--- config.mk ---
export PLATFORM = sky130hd
export DESIGN_NAME = pipe_stage
export DESIGN_NICKNAME = d
export VERILOG_FILES = /design/src/rtl/pipe_pkg.sv /design/src/rtl/pipe_slot.sv /design/src/rtl/pipe_stage.sv
export SDC_FILE = /design/constraint.sdc
export NUM_CORES = 1
export LEC_CHECK = 0
export CORE_ASPECT_RATIO = 0.9
export CORE_MARGIN = 3
export CORE_UTILIZATION = 25
export CTS_BUF_LIST = sky130_fd_sc_hd__clkbuf_4 sky130_fd_sc_hd__clkbuf_8
export CTS_CLUSTER_DIAMETER = 60
export DETAILED_ROUTE_END_ITERATION = 16
export PLACE_DENSITY_LB_ADDON = 0.25
export SYNTH_ARGS = -nofsm -noshare
export SYNTH_HDL_FRONTEND = slang
export SYNTH_SLANG_ARGS = --single-unit
export TNS_END_PERCENT = 1
--- constraint.sdc ---
create_clock -name clk -period 7.1 [get_ports clk]
set_input_delay 1.42 -clock clk [delete_from_list [all_inputs] [get_ports clk]]
set_output_delay 1.42 -clock clk [all_outputs]
set_load 0.02 [all_outputs]
--- src/rtl/pipe_pkg.sv ---
// Shared types and constants for inter-stage pipeline registers: occupancy
// states and the field layout of the packed ID/EX bundle.
package pipe_pkg;

  typedef enum logic [1:0] {EMPTY, ONE, TWO} pipe_state_t;

  localparam int ID_EX_W = 174;

  // ID/EX bundle, LSB first: imm | alu_src | rd | name | instr | op_b | op_a | pc4
  localparam int IMM_LSB    = 0;
  localparam int ALUSRC_LSB = 32;
  localparam int RD_LSB     = 33;
  localparam int NAME_LSB   = 38;
  localparam int INSTR_LSB  = 46;
  localparam int OPB_LSB    = 78;
  localparam int OPA_LSB    = 110;
  localparam int PC4_LSB    = 142;

endpackage

--- src/rtl/pipe_slot.sv ---
// One pipeline slot: valid flag plus payload register. clr beats load on the
// flag; the payload only ever changes on load.
module pipe_slot #(
  parameter int                DATA_W   = 8,
  parameter logic [DATA_W-1:0] RST_DATA = '0
) (
  input  logic              clk,
  input  logic              rst,
  input  logic              load,
  input  logic              clr,
  input  logic [DATA_W-1:0] d,
  output logic              valid,
  output logic [DATA_W-1:0] q
);

  always_ff @(posedge clk or posedge rst) begin
    if (rst) begin
      valid <= 1'b0;
      q     <= RST_DATA;
    end else begin
      if (clr)       valid <= 1'b0;
      else if (load) valid <= 1'b1;
      if (load) q <= d;
    end
  end

endmodule

--- src/rtl/pipe_stage.sv ---
// Inter-stage pipeline register with valid/ready, flush and saturating stall
// counter. Define PIPE_STAGE_SKID_EN for the two-entry registered-ready variant.
module pipe_stage
  import pipe_pkg::*;
#(
  parameter int                DATA_W   = ID_EX_W,
  parameter int                CNT_W    = 16,
  parameter logic [DATA_W-1:0] RST_DATA = '0
) (
  input  logic              clk,
  input  logic              rst,
  input  logic              in_valid,
  output logic              in_ready,
  input  logic [DATA_W-1:0] in_data,
  output logic              out_valid,
  input  logic              out_ready,
  output logic [DATA_W-1:0] out_data,
  input  logic              flush,
  output logic [CNT_W-1:0]  stall_cnt
);

  logic in_fire, out_fire;
  assign in_fire  = in_valid && in_ready;
  assign out_fire = out_valid && out_ready;

`ifdef PIPE_STAGE_SKID_EN
  pipe_state_t       state, state_nxt;
  logic              m_load, m_clr, s_load, s_clr, s_valid;
  logic [DATA_W-1:0] m_d, s_q;

  // A parked skid beat always has priority for the main slot.
  assign m_d = s_valid ? s_q : in_data;

  pipe_slot #(.DATA_W(DATA_W), .RST_DATA(RST_DATA)) u_main (
    .clk(clk), .rst(rst), .load(m_load), .clr(m_clr), .d(m_d),
    .valid(out_valid), .q(out_data)
  );

  pipe_slot #(.DATA_W(DATA_W), .RST_DATA(RST_DATA)) u_skid (
    .clk(clk), .rst(rst), .load(s_load), .clr(s_clr), .d(in_data),
    .valid(s_valid), .q(s_q)
  );

  always_ff @(posedge clk or posedge rst) begin
    if (rst) state <= EMPTY;
    else     state <= state_nxt;
  end

  always_comb begin
    state_nxt = state;
    m_load    = 1'b0;
    m_clr     = 1'b0;
    s_load    = 1'b0;
    s_clr     = 1'b0;
    unique case (state)
      EMPTY: if (in_fire) begin
        m_load    = 1'b1;
        state_nxt = ONE;
      end
      ONE: begin
        if (in_fire && out_fire) begin
          m_load = 1'b1;
        end else if (in_fire) begin
          s_load    = 1'b1;
          state_nxt = TWO;
        end else if (out_fire) begin
          m_clr     = 1'b1;
          state_nxt = EMPTY;
        end
      end
      TWO: if (out_fire) begin
        m_load    = 1'b1;
        s_clr     = 1'b1;
        state_nxt = ONE;
      end
      default: state_nxt = EMPTY;
    endcase
    if (flush) begin
      m_load    = 1'b0;
      s_load    = 1'b0;
      m_clr     = 1'b1;
      s_clr     = 1'b1;
      state_nxt = EMPTY;
    end
  end

  assign in_ready = (state != TWO);
`else
  logic load, clr;

  assign in_ready = !out_valid || out_ready;
  assign load     = in_fire && !flush;
  assign clr      = flush || (out_fire && !in_fire);

  pipe_slot #(.DATA_W(DATA_W), .RST_DATA(RST_DATA)) u_main (
    .clk(clk), .rst(rst), .load(load), .clr(clr), .d(in_data),
    .valid(out_valid), .q(out_data)
  );
`endif

  always_ff @(posedge clk or posedge rst) begin
    if (rst)
      stall_cnt <= '0;
    else if (out_valid && !out_ready && !flush && (stall_cnt != '1))
      stall_cnt <= stall_cnt + 1'b1;
  end

endmodule

* Word-level counts from Yosys, hierarchy flattened
Cells that the tools add are included.
** Storage, ports and cells
- Register bits after elaboration :: 191
- Logic and storage cells :: 21
- Output and inout port bits :: 192
** Cells by class
- Reduce and logical (&&, ||, !) cells :: 14
- Multiplexer cells :: 2
- Add/sub/neg operators :: 1
- Eq/ne operators :: 1
** Operator list (count)
- $add A16 B1 Y16 const B :: 1
- $ne A16 B16 Y1 const B :: 1
- $logic_and A1 B1 Y1 :: 7
- $logic_not A1 Y1 :: 4
- $logic_or A1 B1 Y1 :: 2
- $mux W1 :: 2
- $reduce_bool A2 Y1 :: 1

* Longest topological paths before layout
Gate-level depths: netlist of run 1.
- Depth after elaboration :: 7
- Mapped depth :: 6

* By module
A second synthesis of run 1 with hierarchy kept.
** Second synthesis, totals
- Cells, all modules :: 449
- Area total of the unflattened synthesis :: 7402.1 sq um
** By module, submodules not included
- pipe_slot :: sequential area each 4379.2 sq um, cells an instance 370, times used 1, area an instance 6546.3 sq um
- pipe_stage :: sequential area each 400.4 sq um, cells an instance 79, times used 1, area an instance 855.8 sq um

* Worst setup path after synthesis of run 1
No wires, ideal clock.
- Kind :: input -> output
- From :: input out_ready
- To :: output in_ready
- Slack :: 3977 ps
- Path buffers :: 0
- Stages :: 2
- Data required time :: 5680 ps
- Data arrival time :: 1703 ps
- Cells stage by stage :: nor2b_1 > inv_1
** Between the ends
- Word-level cells in the longest chain between the ends :: 1
** RTL lines
- from (decl) :: line pipe_stage.sv:16 : input logic out_ready,
- $logic_or A1 B1 Y1 :: line pipe_stage.sv:91 : assign in_ready = !out_valid || out_ready;
- to (decl) :: line pipe_stage.sv:13 : output logic in_ready,
Every way passes these cells.

* Worst setup path after layout of run 1
Ends and elaborated chain as after synthesis.

==> summary.md, run 1 <==
| Metric | Value |
|---|---|
| Input/output buffers | `370` |
| Final core occ | `0.416` |
| Post_cts resized | `0` |
| Final Hold Vio Count | `0` |
| CTS H-tree lvls | `4` |
| Total half-perimeter wirelength after legalization and detailed placement | `14.9 mm` |
| First-pass GRT wire length | `31.8 mm` |
| Seq/Total Area, Yosys | `0.662` |
| Highest ir drop seen on vdd | `0.143 mV` |
| Synthesized Nets | `622` |
| Clock tree root driver cell | `clkbuf_8` |
| Placer congestion estimate | `0.720` |
| Result of the run | `completed` |
| Capturing point of the worst reg2reg path | `u_main.q[94]` |
| Share of the cycle needed by the critical path after routing | `0.576` |
| Post-layout net count | `995` |
| Avg Vias per Cell | `4.21` |
| Path type of the worst min-delay path | `reg -> reg` |
| Clock buffer count from CTS | `17` |
| Max-slew violation count | `0` |
| Post-synthesis instance total | `442` |
| Area of the die | `0.0310 mm^2` |
| Leakage power of the design | `4.73 nW` |
| DRC marker count from the first detailed-route iteration | `139` |
| Power per cell area | `261 mW/mm^2` |
| Data required time at the worst endpoint | `5.68 ns` |
| Setup Skew | `0.00951 ns` |
| Cells on worst reg2reg path | `4` |
| Vertical die dimension | `167 um` |
| Largest fanout on the critical path | `3` |
| Antenna diode instance count | `0` |
| Worst Min Path Start | `u_main.q[123]` |
| Clock tree from TritonCTS | `yes` |
| Unrepaired setup endpoints after global routing | `false` |
| Flop-to-flop setup slack | `4.84 ns` |
| Total grt overflow | `0` |
| Startpoint types | `primary input` |
| Post-CTS Setup Repair Bufs | `0` |
| Placed Cells | `1,156` |
| Number of warning messages in the yosys log | `0` |
| Vias after detailed routing | `4,996` |
| Die extent in x | `185 um` |
| Number of hold buffers added after CTS | `0` |
| Origin of the critical flop-to-flop path | `u_main.valid` |
| Post-synthesis register bit count | `191` |
| Buffer depth of the longest clock path | `2` |
| Worst-case hold path end point | `u_main.q[123]` |
| Synth unique cells | `22` |
| Mean instance size in the synthesized netlist | `16.3 um^2` |
| Setup violation total in the final timing report | `0` |
| Vias in the first global route | `5,517` |
| Effective utilization at floorplan | `0.256` |
| Worst slew margin relative to its limit | `0.234` |
| Post-layout min period | `4.09 ns` |
| MaxCap Viol Count | `0` |
| Setup TNS | `0 ns` |
| Worst Path Class, Setup | `in -> out` |
| Number of iterations in the first detailed-routing pass | `4` |
| Pin count of the biggest net entering global routing | `175` |
| FILL cells | `2,617` |
| Category of the worst setup path capture point | `primary output` |
| Final setup margin | `3.01 ns` |
| ANT nets after route | `0` |
| Final Routed Wirelength | `20.7 mm` |
| Area of the core | `0.0282 mm^2` |
| Area of all sequential standard cells | `0.00478 mm^2` |
| Placed standard-cell area | `0.0113 mm^2` |
| Layout cells sized above 1 | `0.261` |
| Instance count along the most critical hold path | `1` |
| Commonest cells after routing, fill and taps aside | `clkdlybuf4s50_1, dfrtp_1, mux2_2` |
| Highest clock frequency the design can meet | `0.245 GHz` |
| Netlist area before placement | `0.00722 mm^2` |
| Final cell area excluding filler cells | `0.0117 mm^2` |
| Residual DRC | `0` |
| Arrival time of data at the critical path endpoint | `2.67 ns` |
| Number of antenna violations at the first check in global routing | `0` |
| Clock transition time at the flip-flop clock pins of the worst setup and hold paths | `0.08 ns` |
| Total area of multi-input combinational cells | `0.00234 mm^2` |
| TritonCTS sink count | `191` |
| Worst slew pin tran | `1.15 ns` |
| Worst-case hold slack | `0.510 ns` |
| Routed wire length per instance | `17.4 um` |
| Worst setup slack after placement | `3.00 ns` |
| Worst-Skew Late Latency | `0.46 ns` |
| Pwr Total | `3.06 mW` |
| Count of pins on the block boundary | `371` |
| Most common cell after layout, fill and taps aside | `clkdlybuf4s50_1` |
| Area growth from synthesis to layout | `62.3%` |
| # rows | `58` |
| Post-route insts no fill | `1,188` |
| Total Routing Usage GR | `0.134` |
==> cells by family after synthesis <==
kind of cell             count (synthesis)  synth area share
adder cells (fa/ha/maj)                  1           0.00173
AND/OR/NAND/NOR                         36            0.0296
XOR/XNOR                                13            0.0158
flip-flops                             191             0.662
AO/OA/AOI/OAI                            4           0.00364
multiplexers                           175             0.273
buffers and inverters                   22            0.0146
==> per-layer routing <==
metal	global-route usage	up-vias	routed length, um
met5	0	-	0
met4	0.0492	0	405
met3	0.0684	21	2420
met2	0.219	237	9910
met1	0.149	2435	8000
li1	-	2303	-
==> cells in the mapped netlist, drive strengths merged <==
master	number	share of area
buf	18	0.012
xnor2	8	0.0097
o311ai	1	0.0012
o21a	1	0.0010
nor2	9	0.0047
nand3	7	0.0049
nor2b	1	0.00087
ha	1	0.0017
or3b	1	0.0016
and3	1	0.00087
clkbuf	1	0.00052
or2	1	0.0012
mux2	175	0.27
nand4	4	0.0035
nor3b	1	0.0010
nor4	2	0.0059
dfrtp	191	0.66
nand2	6	0.0031
inv	3	0.0016
xor2	5	0.0061
o21ai	2	0.0014
nor3	3	0.0021
==> flip-flops by register name, summed over array words and instances (netlist names) <==
name          flops
stall_cnt        16
u_main.valid      1
u_main.q        174
==> where the power goes <==
part / total [mW] / internal [mW] / leakage [nW] / switching (mW)
Combinational: 0.969 / 0.534 / 2.26 / 0.435
Sequential: 1.36 / 1.27 / 2.27 / 0.0967
Clock: 0.727 / 0.318 / 0.194 / 0.409
Total: 3.06 / 2.12 / 4.73 / 0.940
==> critical path, stage by stage <==
cell and delay, ns:
clkdlybuf4s50_1 0.42, nor2b_1 0.22, inv_1 0.06, clkdlybuf4s50_1 0.54
==> worst max-delay path by stage <==
stage                    from            to  slack (ns)  cells past startpoint
global placement    out_ready      in_ready        3.01                      4
detailed placement  out_ready      in_ready        3.00                      4
finish              out_ready      in_ready        3.01                      4
CTS                 out_ready      in_ready        3.00                      4
floorplan                 rst  stall_cnt[0]        0.48                      1
global route        out_ready      in_ready        2.91                      4
==> final cells by class <==
| type | count | share of cell area |
|---|---|---|
| clock buffer | 22 | 0.0248 |
| tap | 360 | 0.0384 |
| sequential | 191 | 0.408 |
| inverter | 3 | 0.00160 |
| timing repair buffer | 373 | 0.319 |
| multi-input combinational | 229 | 0.200 |
| clock inverter | 10 | 0.00886 |
Note: power is estimated with default switching activity, not from simulation.
==> run 2: changes to the inputs <==
- clock period: 7.1 -> 3.3 ns (I/O delays scaled with it)
==> summary.md, run 2 (synthesis gave the netlist of run 1 again) <==
| Metric | Value |
|---|---|
| Result of the run | `completed` |
| Capturing point of the worst reg2reg path | `stall_cnt[10]` |
| Startpoint types | `primary input` |
| Crit-path cells | `clkdlybuf4s50_1 > nor2b_1 > inv_1 > clkdlybuf4s50_1` |
| Number of hold buffers added after CTS | `0` |
| Share of the cycle needed by the critical path after routing | `0.778` |
| Number of iterations in the first detailed-routing pass | `4` |
| Vias in the first global route | `5,634` |
| Residual DRC | `0` |
| Largest registers | `u_main.q: 174 flops, stall_cnt: 16 flops, u_main.valid: 1 flops` |
| Pin count of the biggest net entering global routing | `70` |
| Post-layout net count | `1,008` |
| Antenna diode instance count | `0` |
| Sequential Power Share | `0.432` |
| Path type of the worst min-delay path | `reg -> reg` |
| Cells on worst reg2reg path | `4` |
| ANT nets after route | `0` |
| Clock buffer count from CTS | `17` |
| CP top delay family | `buffers and inverters` |
| Placer congestion estimate | `0.767` |
| Avg Vias per Cell | `4.25` |
| Worst Min Path Start | `u_main.q[171]` |
| Largest fanout on the critical path | `3` |
| Area of the core | `0.0282 mm^2` |
| Highest clock frequency the design can meet | `0.390 GHz` |
| CTS H-tree lvls | `4` |
| Total Routing Usage GR | `0.136` |
| Area growth from synthesis to layout | `64.9%` |
| Instance count along the most critical hold path | `1` |
| Data required time at the worst endpoint | `2.64 ns` |
| MaxCap Viol Count | `0` |
| Clock tree root driver cell | `clkbuf_8` |
| Worst-case hold path end point | `u_main.q[171]` |
| Vias after detailed routing | `5,098` |
| Category of the worst setup path capture point | `primary output` |
| FILL cells | `2,633` |
| Commonest cells after routing, fill and taps aside | `clkdlybuf4s50_1, dfrtp_1, mux2_2` |
| Count of pins on the block boundary | `371` |
| Comb pwr share | `0.310` |
| Routed wire length per instance | `17.6 um` |
| Die extent in x | `185 um` |
| Setup Skew | `0.0114 ns` |
| Worst slew pin tran | `0.927 ns` |
| Area of the die | `0.0310 mm^2` |
| Switching component of the power | `2.03 mW` |
| Total grt overflow | `0` |
| Layout cells sized above 1 | `0.271` |
| Post_cts resized | `0` |
| Input/output buffers | `370` |
| Number of buffer and inverter instances along the worst setup path | `3` |
| Setup TNS | `0 ns` |
| Most common cell after layout, fill and taps aside | `clkdlybuf4s50_1` |
| Delay of the slowest cell on the worst path | `0.54 ns` |
| Cell type of the slowest stage on the worst timing path | `clkdlybuf4s50_1` |
| Final Routed Wirelength | `21.2 mm` |
| DRC marker count from the first detailed-route iteration | `115` |
| Vertical die dimension | `167 um` |
| First-pass GRT wire length | `32.4 mm` |
| Effective utilization at floorplan | `0.256` |
| Clock tree from TritonCTS | `yes` |
| Buffer depth of the longest clock path | `2` |
| Number of antenna violations at the first check in global routing | `1` |
| TritonCTS sink count | `191` |
| Dominant cell type by count on the critical path | `clkdlybuf4s50_1` |
| Arrival time of data at the critical path endpoint | `1.91 ns` |
| # rows | `58` |
| Worst slew margin relative to its limit | `0.381` |
| Power per cell area | `569 mW/mm^2` |
| Unrepaired setup endpoints after global routing | `false` |
| Total half-perimeter wirelength after legalization and detailed placement | `15.9 mm` |
| Final Hold Vio Count | `0` |
| Worst Path Class, Setup | `in -> out` |
| Max-slew violation count | `0` |
| Post-layout min period | `2.57 ns` |
| Register bank with the most flops | `u_main.q` |
| Sw frac | `0.300` |
| Flop-to-flop setup slack | `1.32 ns` |
| Final core occ | `0.423` |
| Clock transition time at the flip-flop clock pins of the worst setup and hold paths | `0.10 ns` |
| Critical Path Source | `out_ready` |
| Leakage power of the design | `4.82 nW` |
| Post-CTS Setup Repair Bufs | `0` |
| Clock network fraction of design power | `0.257` |
| Worst-Skew Late Latency | `0.46 ns` |
| Number of flip-flops under the largest register name | `174` |
| Origin of the critical flop-to-flop path | `stall_cnt[7]` |
| Internal power of the cells | `4.75 mW` |
| Highest ir drop seen on vdd | `0.354 mV` |
| Setup violation total in the final timing report | `0` |
[run 2: changes by cell type in the layout (fill, tap and decap cells not counted), sizes merged]
cell,change
clkinv,-3
buf,+13
clkbuf,-3
bufinv,+3
clkinvlp,+1
[run 2: layout make-up]
class | count | area (um^2) | share of cell area
multi-input cells | 229 | 2340 | 0.197
repair buffers | 386 | 3890 | 0.326
inverters | 3 | 15.0 | 0.00126
clock buffers | 19 | 255 | 0.0214
well taps | 360 | 450 | 0.0378
clock inverters | 11 | 183 | 0.0153
flip-flops and latches | 191 | 4780 | 0.401
[run 2: worst max-delay path by stage]
| stage | endpoint | slack (ns) | cells after the start |
|---|---|---|---|
| 2_1_floorplan | stall_cnt[0] | 0.18 | 1 |
| 5_1_grt | in_ready | 0.65 | 4 |
| 3_5_place_dp | stall_cnt[10] | 0.69 | 6 |
| 3_3_place_gp | in_ready | 0.73 | 4 |
| 6_report | in_ready | 0.73 | 4 |
| 4_1_cts | in_ready | 0.72 | 4 |
[run 2: through the flow]
| stage | instance area (um^2) | hold WS (ns) | instances | power, mW | setup slack, ns |
|---|---|---|---|---|---|
| after floorplan | 7230 | 0.601 | 442 | 3.91 | 0.178 |
| final | 11900 | 0.510 | 1199 | 6.78 | 0.733 |
| after global routing | 11900 | 0.524 | 1199 | 7.14 | 0.647 |
| after detailed placement | 11500 | 0.494 | 1169 | 5.12 | 0.691 |
| after global placement | 11500 | 0.488 | 1169 | 5.10 | 0.731 |
| after CTS | 11900 | 0.516 | 1199 | 6.92 | 0.720 |
[run 2: power groups by stage]
stage / registers [mW] / logic [mW] / clock network [mW]
after floorplan: 3.46 / 0.457 / 0
after global placement: 2.97 / 2.13 / 0
after detailed placement: 2.98 / 2.14 / 0
after CTS: 2.94 / 2.14 / 1.83
after global routing: 2.99 / 2.23 / 1.92
final: 2.93 / 2.11 / 1.75
[run 2: per-layer routing]
layer,global-route usage,up-vias,share of wire
met5,0,-,0.00033
met4,0.0414,2,0.016
met3,0.0738,18,0.12
met2,0.220,231,0.47
met1,0.155,2520,0.39
li1,-,2327,-
